===== src/rtl/booth_r4_pkg.sv =====
// Shared types and helpers for the sequential radix-4 approximate Booth multiplier.
package booth_r4_pkg;

    typedef enum logic [1:0] {IDLE, RUN, DONE} state_e;

    // Radix-4 Booth groups {y[2i+1], y[2i], y[2i-1]}
    localparam logic [2:0] BC_ZERO0 = 3'b000;
    localparam logic [2:0] BC_P1A   = 3'b001;
    localparam logic [2:0] BC_P1B   = 3'b010;
    localparam logic [2:0] BC_P2    = 3'b011;
    localparam logic [2:0] BC_N2    = 3'b100;
    localparam logic [2:0] BC_N1A   = 3'b101;
    localparam logic [2:0] BC_N1B   = 3'b110;
    localparam logic [2:0] BC_ZERO1 = 3'b111;

    function automatic int unsigned clamp_m(input int unsigned m, input int unsigned n);
        return (m > n) ? n : m;
    endfunction

endpackage


===== src/rtl/booth_r4_approx_seq_pp_gen.sv =====
// Combinational Booth partial-product generator; the low m bits treat 2A as A.
module booth_r4_pp_gen
    import booth_r4_pkg::*;
#(
    parameter int unsigned N  = 8,
    parameter int unsigned MW = 4
) (
    input  logic [2:0]    grp,
    input  logic [N+1:0]  xe,
    input  logic [MW-1:0] m,
    output logic [N+1:0]  pp_c
);
    localparam int unsigned PW = N + 2;

    logic          zero;
    logic          neg;
    logic          two;
    logic [PW-1:0] xe_sh;
    logic [PW-1:0] raw;

    always_comb begin
        zero = 1'b0;
        neg  = 1'b0;
        two  = 1'b0;
        case (grp)
            BC_P1A, BC_P1B: zero = 1'b0;
            BC_P2:          two  = 1'b1;
            BC_N2: begin
                two = 1'b1;
                neg = 1'b1;
            end
            BC_N1A, BC_N1B: neg  = 1'b1;
            default:        zero = 1'b1;
        endcase
    end

    // xe_sh[t] is xe[t-1] with xe[-1] = 0
    assign xe_sh = xe << 1;

    always_comb begin
        raw = '0;
        for (int unsigned t = 0; t <= N; t++) begin
            if (MW'(t) < m)
                raw[t] = (~xe[t] & neg) | (xe[t] & ~neg & ~zero);
            else
                raw[t] = ~zero & (neg ^ (two ? xe_sh[t] : xe[t]));
        end
        raw[PW-1] = neg;
        // Exact mode completes the two's complement; approximate mode just sets the LSB
        if (m == '0)
            pp_c = raw + PW'(neg);
        else
            pp_c = raw | PW'(neg);
    end

endmodule


===== src/rtl/booth_r4_approx_seq.sv =====
// Sequential radix-4 approximate Booth multiplier: one partial product accumulated per clock.
module booth_r4_approx_seq
    import booth_r4_pkg::*;
#(
    parameter int unsigned N  = 8,
    parameter int unsigned MW = 4
) (
    input  logic            clk,
    input  logic            rst,
    input  logic            in_valid,
    output logic            in_ready,
    input  logic [N-1:0]    x,
    input  logic [N-1:0]    y,
    input  logic [MW-1:0]   approx_m,
    output logic            out_valid,
    input  logic            out_ready,
    output logic [2*N-1:0]  p,
    output logic            busy
);
    localparam int unsigned K      = N / 2;
    localparam int unsigned PW     = N + 2;
    localparam int unsigned PROD_W = 2 * N;
    localparam int unsigned CW     = $clog2(K + 2);

    state_e              state_q, state_d;
    logic [CW-1:0]       cnt_q, cnt_d;
    logic [PROD_W-1:0]   acc_q, acc_d;
    logic [PROD_W-1:0]   p_q, p_d;
    logic [N-1:0]        x_q, x_d;
    logic [N-1:0]        y_q, y_d;
    logic [MW-1:0]       m_q, m_d;
    logic                out_valid_q, out_valid_d;
    logic                in_ready_q, in_ready_d;
    logic                busy_q, busy_d;

    logic [N+2:0]        ye;
    logic [2:0]          grp;
    logic [PW-1:0]       xe;
    logic [PW-1:0]       pp;
    logic [PROD_W-1:0]   pp_ext;

    // ye[2i+2:2i] is group i; the two zero MSBs give the final {0,0,y[N-1]} group
    assign ye     = {2'b00, y_q, 1'b0};
    assign grp    = 3'(ye >> {cnt_q, 1'b0});
    assign xe     = {2'b00, x_q};
    assign pp_ext = {{(PROD_W - PW){pp[PW-1]}}, pp};

    booth_r4_pp_gen #(.N(N), .MW(MW)) u_pp_gen (
        .grp  (grp),
        .xe   (xe),
        .m    (m_q),
        .pp_c (pp)
    );

    always_ff @(posedge clk or posedge rst) begin
        if (rst) begin
            state_q     <= IDLE;
            cnt_q       <= '0;
            acc_q       <= '0;
            p_q         <= '0;
            x_q         <= '0;
            y_q         <= '0;
            m_q         <= '0;
            out_valid_q <= 1'b0;
            in_ready_q  <= 1'b1;
            busy_q      <= 1'b0;
        end else begin
            state_q     <= state_d;
            cnt_q       <= cnt_d;
            acc_q       <= acc_d;
            p_q         <= p_d;
            x_q         <= x_d;
            y_q         <= y_d;
            m_q         <= m_d;
            out_valid_q <= out_valid_d;
            in_ready_q  <= in_ready_d;
            busy_q      <= busy_d;
        end
    end

    always_comb begin
        state_d     = state_q;
        cnt_d       = cnt_q;
        acc_d       = acc_q;
        p_d         = p_q;
        x_d         = x_q;
        y_d         = y_q;
        m_d         = m_q;
        out_valid_d = out_valid_q;
        case (state_q)
            IDLE: begin
                if (in_valid && in_ready_q) begin
                    state_d = RUN;
                    x_d     = x;
                    y_d     = y;
                    m_d     = MW'(clamp_m(32'(approx_m), N));
                    acc_d   = '0;
                    cnt_d   = '0;
                end
            end
            RUN: begin
                // K+1 accumulate cycles, then one cycle to publish the product
                if (cnt_q == CW'(K + 1)) begin
                    p_d         = acc_q;
                    out_valid_d = 1'b1;
                    state_d     = DONE;
                end else begin
                    acc_d = acc_q + (pp_ext << {cnt_q, 1'b0});
                    cnt_d = cnt_q + CW'(1);
                end
            end
            DONE: begin
                if (out_ready) begin
                    out_valid_d = 1'b0;
                    state_d     = IDLE;
                end
            end
            default: state_d = IDLE;
        endcase
        in_ready_d = (state_d == IDLE);
        busy_d     = (state_d == RUN);
    end

    assign in_ready  = in_ready_q;
    assign out_valid = out_valid_q;
    assign p         = p_q;
    assign busy      = busy_q;

endmodule

===== config.mk =====
export PLATFORM = sky130hd
export DESIGN_NAME = booth_r4_approx_seq
export DESIGN_NICKNAME = d
export VERILOG_FILES = /design/src/rtl/booth_r4_pkg.sv /design/src/rtl/booth_r4_approx_seq_pp_gen.sv /design/src/rtl/booth_r4_approx_seq.sv
export SDC_FILE = /design/constraint.sdc
export NUM_CORES = 1
export LEC_CHECK = 0
export CAP_MARGIN = 40
export CORE_MARGIN = 4
export CORE_UTILIZATION = 63
export DETAILED_ROUTE_END_ITERATION = 12
export PLACE_DENSITY = 0.89
export REMOVE_ABC_BUFFERS = 1
export SETUP_SLACK_MARGIN = 0.15
export SLEW_MARGIN = 20
export SYNTH_ARGS = -nofsm -noshare
export SYNTH_HDL_FRONTEND = slang
export SYNTH_HIERARCHICAL = 1
export SYNTH_SLANG_ARGS = --single-unit

===== constraint.sdc =====
create_clock -name clk -period 11.5 [get_ports clk]
set_clock_uncertainty 0.1 [all_clocks]
set_input_delay 2.3 -clock clk [delete_from_list [all_inputs] [get_ports clk]]
set_output_delay 2.3 -clock clk [all_outputs]
set_load 0.02 [all_outputs]

* Yosys cells after proc, flatten, opt, wreduce, memory -nomap -nowiden
Cells that the tools add are included. Widths: inputs -> output; s select.
Storage, ports and cells: output and inout bits 19, register bits 60, word-level logic and storage cells 147, input port bits 24
Operators by class: mux-type cells 35, reduce and logical (&&, ||, !) cells 13, equality and inequality tests 14, bitwise operators 60, add/sub/neg operators 3, shifts and indexed selects 2, order comparisons 10
Operator list (count):
- $and 1x1->1 | 33
- $mux 16 | 2
- $pmux 16 s2 | 1
- $mux 1 | 22
- $add 16x16->16 | 1
- $lt 3x4->1 const A | 4
- $shl 16x4->16 | 1
- $eq 3x3->1 const B | 4
- $add 10x1->10 | 1
- $mux 10 | 1
- $or 10x1->10 | 1
- $not 1->1 | 9
- $shr 9x4->3 | 1
- $xor 1x1->1 | 9
- $lt 1x4->1 const A | 2
- $lt 2x4->1 const A | 2
- $ne 2x2->1 const B | 4
- $or 1x1->1 | 8
- $eq 3x2->1 const B | 2
- $mux 2 | 3
- $mux 3 | 2
- $pmux 2 s3 | 1
- $pmux 3 s2 | 1
- $reduce_and 3->1 | 2
- other kinds (16) | 20

* Depth between registers and ports, before layout
Gate-level depths: netlist of run 1.
word-level depth 15, mapped depth 28, mapped depth without buffers 27

* Hierarchy
The synthesis of run 1 kept the hierarchy.
By module, submodules not included:
- booth_r4_approx_seq | times used 1, cells an instance 380, area an instance 3474.6 um^2, seq. area each 1502.7 um^2
- booth_r4_pp_gen | times used 1, cells an instance 130, area an instance 910.9 um^2, seq. area each 0.0 um^2

* Worst setup path after synthesis of run 1
Ideal clock, no wire load.
path type register to register, start register cnt_q[0], end register acc_q[15], stages on the path, launching flop included 25, data arrival time 4.986 ns, setup slack 6.287 ns, buffers on the path 2, required time 11.273 ns, period minus slack after synthesis 5.213 ns, setup time 0.127 ns, cells stage by stage dfrtp_1 > buf_2 > clkbuf_1 > a31oi_1 > o21ai_0 > inv_1 > ha_1 > o31a_2 > inv_2 > a32oi_1 > o22ai_1 > a21o_1 > ha_1 > and4_1 > and4bb_1 > xnor2_1 > mux4_2 > o21a_1 > ha_1 > a21oi_1 > o21ai_0 > o21bai_1 > o211ai_1 > xnor2_1 > o21ai_2
On the way: cells in the longest elaborated chain, start to end 15, elaborated cells between the ends (all ways) 91, those cells by class add/sub: 2; eq/ne: 8; shift: 2; mux: 23; bitwise: 52; reduce/logical: 4
Ends and longest elaborated chain:
- start: declaration | RTL line booth_r4_approx_seq.sv:26 | logic [CW-1:0] cnt_q, cnt_d;
- start signal: assignment | RTL line booth_r4_approx_seq.sv:69 | cnt_q <= cnt_d;
- $shr 9x4->3 * | RTL line booth_r4_approx_seq.sv:44 | assign grp = 3'(ye >> {cnt_q, 1'b0});
- named net grp[0] | RTL line booth_r4_approx_seq.sv:37 | logic [2:0] grp;
- $eq 3x3->1 | RTL line booth_r4_approx_seq_pp_gen.sv:25 | case (grp)
- $reduce_or 3->1 (no source line)
- $mux 1 | RTL line booth_r4_approx_seq_pp_gen.sv:25
- $not 1->1 | RTL line booth_r4_approx_seq_pp_gen.sv:44 | raw[t] = (~xe[t] & neg) | (xe[t] & ~neg & ~zero);
- $and 1x1->1 (2 in series) | RTL line booth_r4_approx_seq_pp_gen.sv:44
- $or 1x1->1 | RTL line booth_r4_approx_seq_pp_gen.sv:44
- $mux 1 | RTL line booth_r4_approx_seq_pp_gen.sv:43 | if (MW'(t) < m)
- $add 10x1->10 | RTL line booth_r4_approx_seq_pp_gen.sv:51 | pp_c = raw + PW'(neg);
- $mux 10 * | RTL line booth_r4_approx_seq_pp_gen.sv:50 | if (m == '0)
- named net pp[8] | RTL line booth_r4_approx_seq.sv:39 | logic [PW-1:0] pp;
- $shl 16x4->16 * | RTL line booth_r4_approx_seq.sv:108 | acc_d = acc_q + (pp_ext << {cnt_q, 1'b0});
- $add 16x16->16 * | RTL line booth_r4_approx_seq.sv:108
- $mux 16 * | RTL line booth_r4_approx_seq.sv:103 | if (cnt_q == CW'(K + 1)) begin
- $pmux 16 s2 * | RTL line booth_r4_approx_seq.sv:90 | case (state_q)
- end signal: assignment | RTL line booth_r4_approx_seq.sv:59 | acc_q <= '0;
- end signal: assignment | RTL line booth_r4_approx_seq.sv:70 | acc_q <= acc_d;
- end: declaration | RTL line booth_r4_approx_seq.sv:27 | logic [PROD_W-1:0] acc_q, acc_d;
The timed path passes the listed nets; every way through them passes the cells marked *. The select of a mux whose other input is x is not followed. A chain may end at the register's enable or synchronous reset.

* Final worst setup path of run 1
start register cnt_q[1], end register acc_q[15]
The elaborated chain is that of the path after synthesis.

==> flow_summary.toml, run 1 <==
[timing]
hold_violations = 0
max_freq_ghz = 0.1560
setup_tns_ns = 0
drv_slew = 0
finalSetupViolations = 0
maxSlewHeadroom_pct = 44.45
rsz0062_at_grt = "no"
post-route-min-period_ns = 6.410
post-route-period-util_pct = 55.74
tightestPinTransition_ns = 0.8171

[clocking]
clock_path_buffers = 2
cts_setup_buffers = 0
ctsResizeCount = 0
clk_pin_slew_ns = 0.08
cts_tree = "done"
cts_buffers = 9
clock_latency_ns = 0.34
ctsHoldBuffers = 0
cts_root_buf = "clkbuf_8"
cts.sinks = 60
htree_levels = 3

[die]
die_y_um = 91.43
die_x_um = 91.43
row_count = 30
ioPinCount = 43
die_area_sq_um = 8359
initial_core_util_pct = 64.55
design.core.area_sq_um = 6794

[synthesis]
ys_types = 69
yosys-mux-area-fraction_pct = 10.21
yosys-top-cells-area = "dfrtp_1 34%, nand2_1 8.2%, ha_1 6.6%"
synth_top_family_by_area = "simple AND/OR/NAND/NOR gates"
synthAdderAreaFrac_pct = 7.019
synth-edff-count = 0
synth_top_area_share_pct = 33.67
async_reset_ff_share_pct = 100.0
synth_top_flop_cell = "dfrtp_1"
yosysWarnings = 6
synth_commonest_cells = "96 x nand2_1, 59 x dfrtp_1, 37 x nor2_1"
yosysTopAreaCell = "dfrtp_1"
ys_seq_area_share_pct = 34.27
syn_avg_cell_area_sq_um = 8.599
netlist_area_sq_um = 4385
yosys.cell_count.top_type = "nand2_1"
synthSimpleGateAreaFrac_pct = 20.11
netlist_instances = 510
synth_compound_area_share_pct = 19.94
ys_seq_elements = 60
synthXorXnorAreaFrac_pct = 4.194

[global_route]
antenna_found_initial = 0
grt_pass1_wl_um = 17280
globalRoute.totalOverflow = 0
grt_usage_pct = 25.26
use_met1_pct = 35.48
use_met3_pct = 4.722
grt_max_degree = 61
met2_usage_pct = 39.07
gr-max-usage-layer = "met2"
grt_pass1_vias = 3721

[route]
drt-total-wl_um = 10260
wl_per_cell_um = 15.88
route.detailed.drc = 0
dr.pass1.iters = 5
vias_per_cell = 6.150
drtIter0Drc = 466
ant_nets = 0
vias = 3973

[layout]
syn2layout_area_growth_pct = 15.18
drive_above_1_share_pct = 11.82
nets = 593
fill_cells = 502
diodes = 0

[place]
dp_hpwl_um = 7493
io_buffer_count = 42
globalplace.congestion = 0.9336

[outcome]
outcome = "completed"

[worst_setup_path]
end_kind = "flop"
cp.arrival_ns = 6.52
worstSetupPathType = "reg -> reg"
crit_family = "compound AO/OA/AOI/OAI gates"
cp_common_cell = "ha_1"
critPathRequiredTime_ns = 11.61
start_kind = "flop"
crit_path_cell_trace = "inv_1 -> nor2_1 -> a31oi_1 -> o21ai_0 -> inv_1 -> ha_1 -> o31a_2 -> inv_2 -> a32oi_1 -> o22ai_1 -> a21o_1 -> ha_1 -> and4_1 -> and4bb_1 -> xnor2_1 -> mux4_2 -> o21a_1 -> ha_1 -> a21oi_1 -> o21ai_0 -> o21bai_1 -> o211ai_1 -> xnor2_1 -> o21ai_2"
critical_path_buf_inv_count = 3
critical-path-max-stage-delay_ns = 0.84
crit_path_max_fanout = 23
cpMaxStageDelayCell = "dfrtp_1"

[job]
cap_viol_max_count = 0

[worst_hold_path]
hold_class = "reg -> reg"
## logic make-up (layout without fill, tap and decap cells)
logic type,after synthesis,after routing
and+or+nand+nor,190,190
xor gates and xnor gates,21,21
AOI/OAI and AO/OA,132,132
buffers and inverters,44,83
other,1,2
DFF,60,60
muxes,38,38
adders and majority gates,24,24
## flip-flops by register name (all words and copies together) (netlist names)
register	count
p	16
out_valid	1
cnt_q	3
acc_q	16
state_q	2
x_q	8
busy	1
m_q	4
y_q	8
in_ready	1
## per-layer routing
layer / vias up / share of wire [%]
met5: - / 0
met2: 149 / 46
met4: 0 / 1.6
li1: 1898 / -
met1: 1908 / 46
met3: 18 / 6.2
## through the flow
| step | hold slack [ns] | cell area, sq um | util [%] | instances | setup slack, ns |
|---|---|---|---|---|---|
| after detailed placement | 0.3660 | 4846 | 71.33 | 628 | 5.175 |
| after floorplan | 0.3403 | 4285 | - | 488 | 6.061 |
| final | 0.3759 | 5051 | 74.35 | 646 | 5.090 |
| after CTS | 0.3833 | 5021 | 73.90 | 644 | 5.151 |
| after global routing | 0.4073 | 5051 | 74.35 | 646 | 4.550 |
| after global placement | 0.3643 | 4846 | 71.33 | 628 | 5.407 |
## layout by cell type, fill, tap and decap left out, types with 3 or more instances in the layout
master,count
nand2_1,96
a22o_1,3
o21ai_1,5
nor3_2,3
and2_1,5
a21o_1,7
xor2_1,9
a31oi_1,4
nand2b_1,5
mux4_2,3
ha_1,23
o21ai_0,34
nand3b_1,3
o21bai_1,4
a22oi_1,3
nor2_1,37
nand3_1,8
nor2b_1,8
o22ai_1,6
a21oi_1,27
clkbuf_8,9
nor3_1,6
nand4_1,3
a221oi_1,4
or3_1,4
mux2i_1,13
clkdlybuf4s50_1,42
mux2_2,21
xnor2_1,12
a211oi_1,7
a32oi_1,3
dfrtp_1,59
inv_1,19
## layout make-up
type,count,area [sq um],share of cell area [%]
inverters,21,78.83,1.561
well taps,96,120.1,2.378
repair buffers,46,465.4,9.215
flip-flops and latches,60,1503,29.75
clock inverters,7,51.30,1.016
clock buffers,9,123.9,2.452
multi-input cells,407,2709,53.63
## tightest hold or removal path, delay by kind of cell, from the launching register on
kind / cells / cell delay (ns)
AND/OR/NAND/NOR: 2 / 0.10
flip-flops: 1 / 0.34
## final timing paths
| kind | start | cells after the start | slack (ns) | to |
|---|---|---|---|---|
| worst max-delay path | cnt_q[1]$_DFFE_PP0P_ | 24 | 5.09 | acc_q[15]$_DFFE_PP0P_ |
| worst min-delay path | y_q[6]$_DFFE_PP0P_ | 2 | 0.38 | y_q[6]$_DFFE_PP0P_ |
| worst max register to register | cnt_q[1]$_DFFE_PP0P_ | 24 | 5.09 | acc_q[15]$_DFFE_PP0P_ |
| worst min register to register | y_q[6]$_DFFE_PP0P_ | 2 | 0.38 | y_q[6]$_DFFE_PP0P_ |
| max in group asynchronous | rst | 3 | 8.41 | x_q[1]$_DFFE_PP0P_ |
| min in group asynchronous | rst | 3 | 2.37 | m_q[0]$_DFFE_PP0P_ |
Power of run 1 is not shown: default switching activity piles up to over one toggle a cycle in this logic, so the estimate is an artifact.
==> run 2: changes to the inputs <==
CORE_UTILIZATION = 53   (was 63)
PLACE_DENSITY = 0.8   (was 0.89)
clock period = 5.43 ns   (was 11.5 ns; I/O delays follow)
==> flow_summary.toml, run 2 (synthesis results as in run 1) <==
[outcome]
outcome = "completed"

[clocking]
cts.sinks = 60
cts_tree = "done"
clock_path_buffers = 2
htree_levels = 3
clock_latency_ns = 0.35
clk_pin_slew_ns = 0.07
cts_root_buf = "clkbuf_8"
cts_buffers = 9

[worst_setup_path]
start_kind = "flop"
crit_path_max_fanout = 7
cp.arrival_ns = 5.33
end_kind = "flop"
critPathRequiredTime_ns = 5.55
worstSetupPathType = "reg -> reg"

[place]
dpl_worst_slack_ns = 0.09433
globalplace.congestion = 0.9306
dpl_cell_area_sq_um = 4936
dp_hpwl_um = 7819
io_buffer_count = 42

[timing]
post-route-period-util_pct = 96.01
rsz0062_at_grt = "no"
finalSetupViolations = 0
maxSlewHeadroom_pct = 47.51
max_freq_ghz = 0.1918
drv_slew = 0
tightestPinTransition_ns = 0.7864
hold_violations = 0
fin_ws_ns = 0.2165
hold-worst-slack_ns = 0.3855
post-route-min-period_ns = 5.214

[route]
dr.pass1.iters = 6
drtIter0Drc = 423
wl_per_cell_um = 17.56
vias_per_cell = 6.143
drt-total-wl_um = 11800
ant_nets = 0
route.detailed.drc = 0
vias = 4128

[layout]
final_util_pct = 70.07
nets = 613
layout_commonest_cell = "nand2_1"
design_area_sq_um = 5527
multi_input_area_sq_um = 2984
syn2layout_area_growth_pct = 26.02
diodes = 0
drive_above_1_share_pct = 21.58
regArea_sq_um = 1505
fill_cells = 598
final_cell_mix = "96 x nand2_1, 57 x dfrtp_1, 42 x clkdlybuf4s50_1"

[global_route]
grt_usage_pct = 23.30
grt_max_degree = 61
antenna_found_initial = 0
grt_pass1_vias = 3853
globalRoute.totalOverflow = 0
grt_pass1_wl_um = 18620

[job]
cap_viol_max_count = 0

[worst_hold_path]
hold_class = "reg -> reg"

[die]
ioPinCount = 43
design.core.area_sq_um = 7888
row_count = 32
die_area_sq_um = 9794
initial_core_util_pct = 55.60
die_y_um = 98.97
die_x_um = 98.97
==> run 2: layer usage <==
| metal | share of wire, % | global-route usage [%] | up-vias |
|---|---|---|---|
| met5 | 0 | 0 | - |
| met4 | 2.1 | 8.193 | 0 |
| met3 | 7.2 | 5.874 | 34 |
| met2 | 46 | 34.50 | 196 |
| met1 | 45 | 33.06 | 1968 |
| li1 | - | - | 1930 |
==> run 2: worst max-delay path, stage by stage, from the launching register on <==
cell      delay [ns]
dfrtp_2         0.43
mux4_2          0.52
nor2b_2         0.18
ha_1            0.20
o31a_2          0.38
inv_2           0.09
a32oi_1         0.11
o22ai_2         0.23
a21o_1          0.13
ha_2            0.18
and4_4          0.23
and4bb_1        0.29
xnor2_2         0.11
mux4_2          0.48
o21a_4          0.23
ha_4            0.25
nand4_1         0.14
nor2_2          0.06
buf_4           0.13
a211oi_2        0.21
o211ai_1        0.13
xnor2_1         0.21
o21ai_2         0.07
==> run 2: path summary, 6_finish.rpt <==
| check | startpoint | endpoint | slack [ns] | depth (start not counted) |
|---|---|---|---|---|
| worst max-delay path | cnt_q[0]$_DFFE_PP0P_ | acc_q[15]$_DFFE_PP0P_ | 0.22 | 22 |
| worst min-delay path | y_q[6]$_DFFE_PP0P_ | y_q[6]$_DFFE_PP0P_ | 0.39 | 2 |
| worst max register to register | cnt_q[0]$_DFFE_PP0P_ | acc_q[15]$_DFFE_PP0P_ | 0.22 | 22 |
| worst min register to register | y_q[6]$_DFFE_PP0P_ | y_q[6]$_DFFE_PP0P_ | 0.39 | 2 |
| max in group asynchronous | rst | in_ready$_DFF_PP1_ | 3.81 | 4 |
| min in group asynchronous | rst | m_q[0]$_DFFE_PP0P_ | 0.88 | 3 |
==> run 2: layout make-up <==
class	count	area share, %
inverters	21	1.426
clock inverters	4	0.8603
repair buffers	66	11.37
clock buffers	12	2.807
flip-flops and latches	60	27.24
multi-input cells	407	54.00
well taps	102	2.309
==> run 2: timing repair <==
| action | CTS | global route |
|---|---|---|
| buffers inserted | 0 | 10 |
| hold buffers | 0 | 0 |
| gates cloned | 0 | 0 |
| endpoints found under the setup margin | 7 | 11 |
| gates resized for setup | 8 | 57 |
| pin swaps | 1 | 18 |
==> run 2: stage by stage <==
step                      std cells  setup TNS, ns
after CTS                       661              0
final                           672              0
after detailed placement        645              0
after global placement          645              0
after global routing            672              0
after floorplan                 488      -0.009004
Power of run 2 is left out for the same reason.
